[src/rtl/clk_branch_seq.sv]
// Staggered enable sequencer for clock-tree branches.
// Branch clock-gate enables are turned on one at a time, in order 0..NBR-1,
// and turned off in reverse order. Successive enable changes are at least
// STEP cycles apart, which limits supply di/dt. The requester uses a 4-phase
// REQ/ACK handshake, and ACK means every unmasked branch is on. The block
// lives in the always-on domain and is clocked by the ungated root clock.
module clk_branch_seq #(
    parameter int NBR  = 4,
    parameter int STEP = 8
) (
    input  logic           CLK,
    input  logic           RN,
    input  logic           REQ,
    input  logic [NBR-1:0] MASK,
    output logic [NBR-1:0] EN,
    output logic           ACK,
    output logic           BUSY
);

    // Step counter width is derived from STEP and cannot be set by the user.
    localparam int CW = (STEP > 1) ? $clog2(STEP) : 1;
    // The level register must be able to hold the values 0..NBR.
    localparam int LW = $clog2(NBR + 1);

    localparam logic [CW-1:0] CNT_MAX = CW'(STEP - 1);
    localparam logic [LW-1:0] LVL_MAX = LW'(NBR);

    typedef enum logic [1:0] {
        S_OFF  = 2'd0,
        S_UP   = 2'd1,
        S_ON   = 2'd2,
        S_DOWN = 2'd3
    } state_t;

    state_t          state_q, state_d;
    logic [LW-1:0]   lvl_q, lvl_d;
    logic [CW-1:0]   cnt_q, cnt_d;
    logic            ack_q, ack_d;
    logic [NBR-1:0]  en_q;
    logic            busy_q;

    // Thermometer code: bit i is set when i is below level l.
    function automatic logic [NBR-1:0] therm(input logic [LW-1:0] l);
        logic [NBR-1:0] t;
        t = '0;
        for (int i = 0; i < NBR; i++) begin
            t[i] = (i < int'(l));
        end
        return t;
    endfunction

    // Next-state decode. REQ is only looked at while OFF or ON, or at a step
    // boundary (cnt_q == 0). A REQ pulse between boundaries is therefore ignored.
    always_comb begin
        state_d = state_q;
        lvl_d   = lvl_q;
        cnt_d   = cnt_q;
        ack_d   = ack_q;
        case (state_q)
            S_OFF: begin
                if (REQ) begin
                    state_d = S_UP;
                    lvl_d   = LW'(1);
                    cnt_d   = CNT_MAX;
                end else begin
                    state_d = S_OFF;
                end
            end
            S_ON: begin
                if (!REQ) begin
                    state_d = S_DOWN;
                    lvl_d   = LVL_MAX - LW'(1);
                    cnt_d   = CNT_MAX;
                end else begin
                    state_d = S_ON;
                end
            end
            S_UP: begin
                if (cnt_q != '0) begin
                    cnt_d = cnt_q - CW'(1);
                end else if (!REQ) begin
                    state_d = S_DOWN;
                    lvl_d   = lvl_q - LW'(1);
                    cnt_d   = CNT_MAX;
                end else if (lvl_q == LVL_MAX) begin
                    state_d = S_ON;
                    ack_d   = 1'b1;
                end else begin
                    lvl_d = lvl_q + LW'(1);
                    cnt_d = CNT_MAX;
                end
            end
            S_DOWN: begin
                if (cnt_q != '0) begin
                    cnt_d = cnt_q - CW'(1);
                end else if (REQ) begin
                    // A reversal keeps ACK unchanged; it is cleared only on reaching OFF.
                    state_d = S_UP;
                    lvl_d   = lvl_q + LW'(1);
                    cnt_d   = CNT_MAX;
                end else if (lvl_q == '0) begin
                    state_d = S_OFF;
                    ack_d   = 1'b0;
                end else begin
                    lvl_d = lvl_q - LW'(1);
                    cnt_d = CNT_MAX;
                end
            end
            default: begin
                state_d = S_OFF;
                lvl_d   = '0;
                cnt_d   = '0;
                ack_d   = 1'b0;
            end
        endcase
    end

    // Sequencer state and registered outputs. EN follows the next level every
    // cycle, so a MASK change shows up on EN at the following edge.
    always_ff @(posedge CLK or negedge RN) begin
        if (!RN) begin
            state_q <= S_OFF;
            lvl_q   <= '0;
            cnt_q   <= '0;
            ack_q   <= 1'b0;
            en_q    <= '0;
            busy_q  <= 1'b0;
        end else begin
            state_q <= state_d;
            lvl_q   <= lvl_d;
            cnt_q   <= cnt_d;
            ack_q   <= ack_d;
            en_q    <= therm(lvl_d) & ~MASK;
            busy_q  <= (state_d == S_UP) || (state_d == S_DOWN);
        end
    end

    assign EN   = en_q;
    assign ACK  = ack_q;
    assign BUSY = busy_q;

endmodule
[config.mk]
export PLATFORM = sky130hd
export DESIGN_NAME = clk_branch_seq
export DESIGN_NICKNAME = d
export VERILOG_FILES = /design/src/rtl/clk_branch_seq.sv
export SDC_FILE = /design/constraint.sdc
export NUM_CORES = 1
export LEC_CHECK = 0
export CAP_MARGIN = 20
export CORE_UTILIZATION = 50
export CTS_BUF_LIST = sky130_fd_sc_hd__clkbuf_4 sky130_fd_sc_hd__clkbuf_8
export DETAILED_ROUTE_END_ITERATION = 16
export GPL_TIMING_DRIVEN = 0
export PLACE_DENSITY = 0.74
export SYNTH_ARGS = -nofsm -noshare
export SYNTH_HDL_FRONTEND = slang
export SYNTH_SLANG_ARGS = --single-unit
[constraint.sdc]
create_clock -name CLK -period 5.1 [get_ports CLK]
set_input_delay 1.02 -clock CLK [delete_from_list [all_inputs] [get_ports CLK]]
set_output_delay 1.02 -clock CLK [all_outputs]
set_load 0.005 [all_outputs]
==> summary.txt, run 1 <==
Synth
  – Mapped Avg Cell Area: 9.473 sq um
  – Post-synth EDFFs: 0
  – Most area-hungry cell type in the Yosys netlist: dfrtp_1
  – Synth async-reset ratio: 100.0%
  – Top post-synthesis cells by area: dfrtp_1, ha_1, a21oi_1, buf_4, nand3b_1
  – Synth warnings: 0
  – Syn Nets: 110
  – Sequential share of the synthesized area: 35.04%
  – Top-count cell post-synth: dfrtp_1
  – FF+latch count, synth: 13
  – Area of the mapped netlist: 928.4 sq um
  – Distinct cells, synth: 39
  – Cells after synthesis: 98
  – Dominant synthesized flop cell: dfrtp_1
  – Synth cell count leaders: dfrtp_1, a21oi_1, inv_1, ha_1, nor2_1
  – Top cell type's share of synthesized area: 35.04%

Place
  – Placed Area: 0.001080 sq mm
  – Placement Setup Slack: 2.468 ns
  – IO buf count: 12
  – Hpwl dp: 1414 um
  – GPL Wtd Cong: 0.8295

Finish
  – Nets: 127
  – Post-route cell area: 0.001110 sq mm
  – Antenna diode count: 0
  – Area grow syn2layout: 19.54%
  – Layout cells sized above 1: 13.16%

Detailed routing
  – Post-route ant nets: 0
  – Vias/cell: 5.683
  – Final wirelength: 1916 um
  – Drt drc: 0
  – Vias: 790
  – Routed len/inst: 13.78 um
  – Starting DRT DRC Count: 42
  – Drt pass-1 iters: 4

Timing
  – Slew @ Worst Pin: 0.5690 ns
  – Final period utilization: 46.12%
  – Final Slew Violations: 0
  – Min setup slack post-route: 2.748 ns
  – Worst rel slew slack: 61.95%
  – Max Freq: 0.4251 GHz
  – Fin Clk Skew: 0.005097 ns
  – Final min period: 2.352 ns
  – Final Hold Viols: 0
  – Setup tns final: 0 ns
  – Setup Viol. Count Final: 0
  – RSZ-0062 raised after global routing: no

Floorplanning
  – Std-Cell Rows: 15
  – Ports: 13
  – Chip Width: 45.09 um
  – Die Ht: 45.09 um
  – Placeable core area: 0.001727 sq mm
  – Die area: 0.002033 sq mm
  – Initial core utilization: 53.77%

Critical path
  – Worst setup path startpoint: REQ
  – Crit path buf inv count: 3
  – Critical R2R Launch: lvl_q[1]$_DFF_PN0_
  – Slowest-stage cell, CP: clkdlybuf4s50_1
  – Delay-heaviest family, CP: buffers and inverters
  – Critical path class: input port to flop
  – CP Cell Sequence: clkdlybuf4s50_1 -> buf_4 -> buf_2 -> nor2_1 -> a2bb2oi_1 -> o22ai_1 -> nor3_1 -> a21oi_1
  – CP Capture Type: flop
  – Max stage delay on crit path: 0.47 ns
  – Reg2reg end: EN[0]$_DFF_PN0_
  – CP arrival: 2.51 ns
  – Crit-path max FO: 10
  – Reg2Reg Depth: 8
  – Critical Path Start Type: input port
  – Worst EP required: 5.26 ns
  – Reg2reg setup slack: 3.26 ns

Clock network
  – CTS resizes: 0
  – CTS tree: yes
  – H-tree depth: 1
  – Clock buffer depth: 2
  – CTS Buf Count: 3
  – Num Clock Sinks: 13
  – Root Buffer: clkbuf_4
  – Skew-Pair Late Insertion Delay: 0.28 ns
  – Post-CTS Setup Repair Bufs: 0
  – CTS clk-pin slew, worst paths: 0.08 ns
  – Hold buffers post-CTS: 0

Power and ir drop
  – Power Density: 453.2 mW/mm^2
  – VDD IR max: 0.2782 mV
  – Leakage: 0.4820 nW

Hold path
  – Min-delay src: cnt_q[1]$_DFFE_PN0P_
  – Hold path cells: 1
  – Worst Hold Path EP: cnt_q[1]$_DFFE_PN0P_
  – Hold WC Path Type: flop to flop

GRT
  – Overall Global Routing Usage: 21.83%
  – Most Crowded Layer GR: met2
  – First-pass GRT wire length: 3146 um
  – Initial antenna violation count: 0
  – Grt ovf: 0
  – GRT met1 Usage: 32.04%
  – Largest net degree at the start of global routing: 14
  – Number of global-route vias before repair: 701
  – Grt met2 use: 32.17%
  – M3 GR Usage: 1.200%

Job
  – MaxCap Viol Count: 0

Status
  – Outcome: finished, final reports clean
==> kinds of logic after synthesis <==
family,synth area share [%]
xor+xnor,0.9436
fa+ha+maj,6.739
mux,1.078
flops,35.04
simple gates,23.32
compound gates,25.07
buf+inv,7.817
==> metrics by stage <==
stage	power, mW	hold WS [ns]	instances	utilization (%)
2_1_floorplan	0.3619	0.4641	98	-
3_3_place_gp	0.4259	0.4781	135	62.54
3_5_place_dp	0.4354	0.4866	135	62.54
4_1_cts	0.5058	0.5053	139	64.28
5_1_grt	0.5521	0.5497	139	64.28
6_report	0.5030	0.4994	139	64.28
==> worst register-to-register path: stages, from the launching register on <==
cell and delay [ns]:
dfrtp_1 0.38, inv_1 0.14, ha_1 0.19, buf_4 0.17
nand4b_1 0.15, a311oi_1 0.35, nor3b_2 0.11, nor3_1 0.14
a21oi_1 0.09
==> area by class of cell <==
cell class              count  area, sq um
fillers                   160        616.8
multi-input cells          72        530.5
flip-flops and latches     13        325.3
repair buffers             12        120.1
plain buffers               6        46.29
well taps                  25        31.28
clock buffers               4        30.03
inverters                   7        26.28
==> power by group <==
group | internal, mW | switching [mW]
registers | 0.138 | 0.0356
clock network | 0.0357 | 0.0334
logic | 0.130 | 0.130
==> flip-flops by register name, summed over array words and instances, names as in the netlist, named ones only <==
signal / count
ACK: 1
state_q: 1
lvl_q: 3
cnt_q: 3
EN: 4
==> worst max path at each step <==
stage,to,slack [ns],depth (start not counted)
2_1_floorplan,EN[1]$_DFF_PN0_,3.08,6
3_3_place_gp,EN[0]$_DFF_PN0_,2.49,8
3_5_place_dp,EN[0]$_DFF_PN0_,2.47,8
4_1_cts,EN[0]$_DFF_PN0_,2.77,8
5_1_grt,EN[0]$_DFF_PN0_,2.61,8
6_report,EN[0]$_DFF_PN0_,2.75,8
==> routing by layer <==
layer | vias to the layer above | share of wire (%)
li1 | 386 | -
met1 | 375 | 47
met2 | 25 | 47
met3 | 4 | 4.2
met4 | 0 | 1.6
met5 | - | 0
==> cell usage in the layout (no fill, tap or decap), drive strengths merged, types with 2 or more instances in the layout <==
cell / count
nor2: 5
nor3: 2
nor2b: 2
nand2b: 2
dfrtp: 13
o21bai: 3
buf: 6
a2bb2oi: 3
nand3b: 4
ha: 5
nand4b: 2
o21a: 3
nand4: 2
o211ai: 4
inv: 7
nand2: 4
clkdlybuf4s50: 12
and2b: 2
and3: 2
clkbuf: 4
o21ai: 5
a21oi: 8
nor3b: 2
Note: power is estimated with default switching activity, not from simulation.
==> inputs of run 2 (changes only) <==
- PLACE_DENSITY: 0.74 -> 0.77
- clock period: 5.1 -> 1.98 ns (I/O delays scaled with it)
==> summary.txt, run 2 (synthesis results as in run 1) <==
Timing
  – RSZ-0062 raised after global routing: no
  – Worst rel slew slack: 61.47%
  – Final Slew Violations: 0
  – Final period utilization: 92.29%
  – Slew @ Worst Pin: 0.5762 ns
  – Fin Clk Skew: 0.001152 ns
  – Setup Viol. Count Final: 0
  – Max Freq: 0.5473 GHz
  – Final Hold Viols: 0
  – Final min period: 1.827 ns

Floorplanning
  – Initial core utilization: 53.77%
  – Placeable core area: 0.001727 sq mm
  – Die Ht: 45.09 um
  – Die area: 0.002033 sq mm
  – Std-Cell Rows: 15
  – Ports: 13
  – Chip Width: 45.09 um

Critical path
  – Levels on crit path: 8
  – Worst setup path startpoint: lvl_q[1]$_DFF_PN0_
  – Slowest-stage cell, CP: dfrtp_1
  – Worst EP required: 2.12 ns
  – CP Capture Type: flop
  – Delay-heaviest family, CP: compound AO/OA/AOI/OAI gates
  – Max stage delay on crit path: 0.38 ns
  – Critical Path Start Type: flop
  – Reg2Reg Depth: 8
  – Crit-path max FO: 10
  – Crit path buf inv count: 2
  – Critical R2R Launch: lvl_q[1]$_DFF_PN0_
  – Critical path class: flop to flop
  – CP Cell Sequence: inv_1 -> ha_1 -> buf_4 -> nand4b_1 -> a311oi_1 -> nor3b_2 -> nor3_1 -> a21oi_1
  – CP arrival: 1.97 ns

Clock network
  – Skew-Pair Late Insertion Delay: 0.26 ns
  – Root Buffer: clkbuf_4
  – Hold buffers post-CTS: 0
  – Clock buffer depth: 2
  – Num Clock Sinks: 13
  – CTS clk-pin slew, worst paths: 0.07 ns
  – CTS resizes: 0
  – CTS tree: yes
  – CTS Buf Count: 3
  – Post-CTS Setup Repair Bufs: 0
  – H-tree depth: 1

Place
  – IO buf count: 12
  – Hpwl dp: 1473 um
  – Placed Area: 0.001080 sq mm
  – Inst Count DP: 135
  – GPL Wtd Cong: 0.8190

Power and ir drop
  – Clock Power Share: 12.9%
  – Internal: 0.7824 mW
  – Sequential share of power: 34.7%
  – VDD IR max: 0.6910 mV
  – Logic pwr share: 52.4%
  – Total Power: 1.299 mW
  – Power Density: 1170 mW/mm^2
  – Sw frac: 39.76%
  – Leakage: 0.4820 nW
  – Net switching power figure: 0.5163 mW

GRT
  – Number of global-route vias before repair: 731
  – Largest net degree at the start of global routing: 14
  – M3 GR Usage: 2.000%
  – Grt met2 use: 36.52%
  – GRT met1 Usage: 31.87%
  – Grt ovf: 0
  – First-pass GRT wire length: 3312 um
  – Most Crowded Layer GR: met2
  – Initial antenna violation count: 0
  – Overall Global Routing Usage: 23.03%

Detailed routing
  – Drt drc: 0
  – Routed len/inst: 14.31 um
  – Final wirelength: 1989 um
  – Post-route ant nets: 0
  – Starting DRT DRC Count: 24
  – Drt pass-1 iters: 4
  – Vias/cell: 5.698
  – Vias: 792

Finish
  – Non-filler cells, final: 139
  – Commonest non-fill, non-tap cell in the layout: dfrtp_1
  – Nets: 127
  – Layout cells sized above 1: 13.16%
  – Most frequent cells in the layout: dfrtp_1, clkdlybuf4s50_1, inv_1, a21oi_1
  – Max reg flops: 4
  – Area grow syn2layout: 19.54%
  – Post-route cell area: 0.001110 sq mm
  – Antenna diode count: 0
  – Core Util, Final: 64.28%

Status
  – Outcome: finished, final reports clean

Hold path
  – Hold WC Path Type: input port to async pin

Job
  – MaxCap Viol Count: 0
[run 2: cell counts in the layout (fill, tap and decap cells not counted)]
Identical to the previous run, type by type.
[run 2: final cells by class]
class | count | area (sq um)
tap | 25 | 31.28
multi-input combinational | 72 | 530.5
timing repair buffer | 12 | 120.1
clock buffer | 4 | 30.03
buffer | 6 | 46.29
fill | 158 | 616.8
inverter | 7 | 26.28
sequential | 13 | 325.3
[run 2: power groups by stage]
stage	Clock (mW)	Combinational, mW	Sequential [mW]
after floorplan	0	0.501	0.431
after global placement	0	0.658	0.445
after detailed placement	0	0.679	0.451
after CTS	0.175	0.681	0.447
after global routing	0.189	0.760	0.461
final	0.167	0.680	0.451
[run 2: metrics by stage]
| stage | setup WS (ns) | setup TNS (ns) | hold WS [ns] |
|---|---|---|---|
| CTS | 0.1649 | 0 | 0.5023 |
| floorplan | 0.3605 | 0 | 0.1004 |
| global route | 0.006036 | 0 | 0.5446 |
| finish | 0.1528 | 0 | 0.4969 |
| global placement | -0.03968 | -0.04745 | 0.4742 |
| detailed placement | -0.05162 | -0.07304 | 0.4902 |
[run 2: per-layer routing]
layer | up-vias | wire (um)
met3 | 4 | 80
met1 | 381 | 940
met4 | 0 | 29
met5 | - | 0
li1 | 387 | -
met2 | 20 | 940
[run 2: worst register-to-register path: stages, from the launching register on]
cell      delay, ns
dfrtp_1        0.38
inv_1          0.15
ha_1           0.19
buf_4          0.17
nand4b_1       0.14
a311oi_1       0.34
nor3b_2        0.11
nor3_1         0.15
a21oi_1        0.09
[run 2: path summary, 6_finish.rpt]
| kind | to | slack (ns) |
|---|---|---|
| hold reg to reg | cnt_q[1]$_DFFE_PN0P_ | 0.51 |
| setup / recovery | EN[0]$_DFF_PN0_ | 0.15 |
| max in group asynchronous | cnt_q[2]$_DFFE_PN0P_ | 1.11 |
| setup reg to reg | EN[0]$_DFF_PN0_ | 0.15 |
| hold / removal | EN[1]$_DFF_PN0_ | 0.50 |
| min in group CLK | cnt_q[1]$_DFFE_PN0P_ | 0.51 |
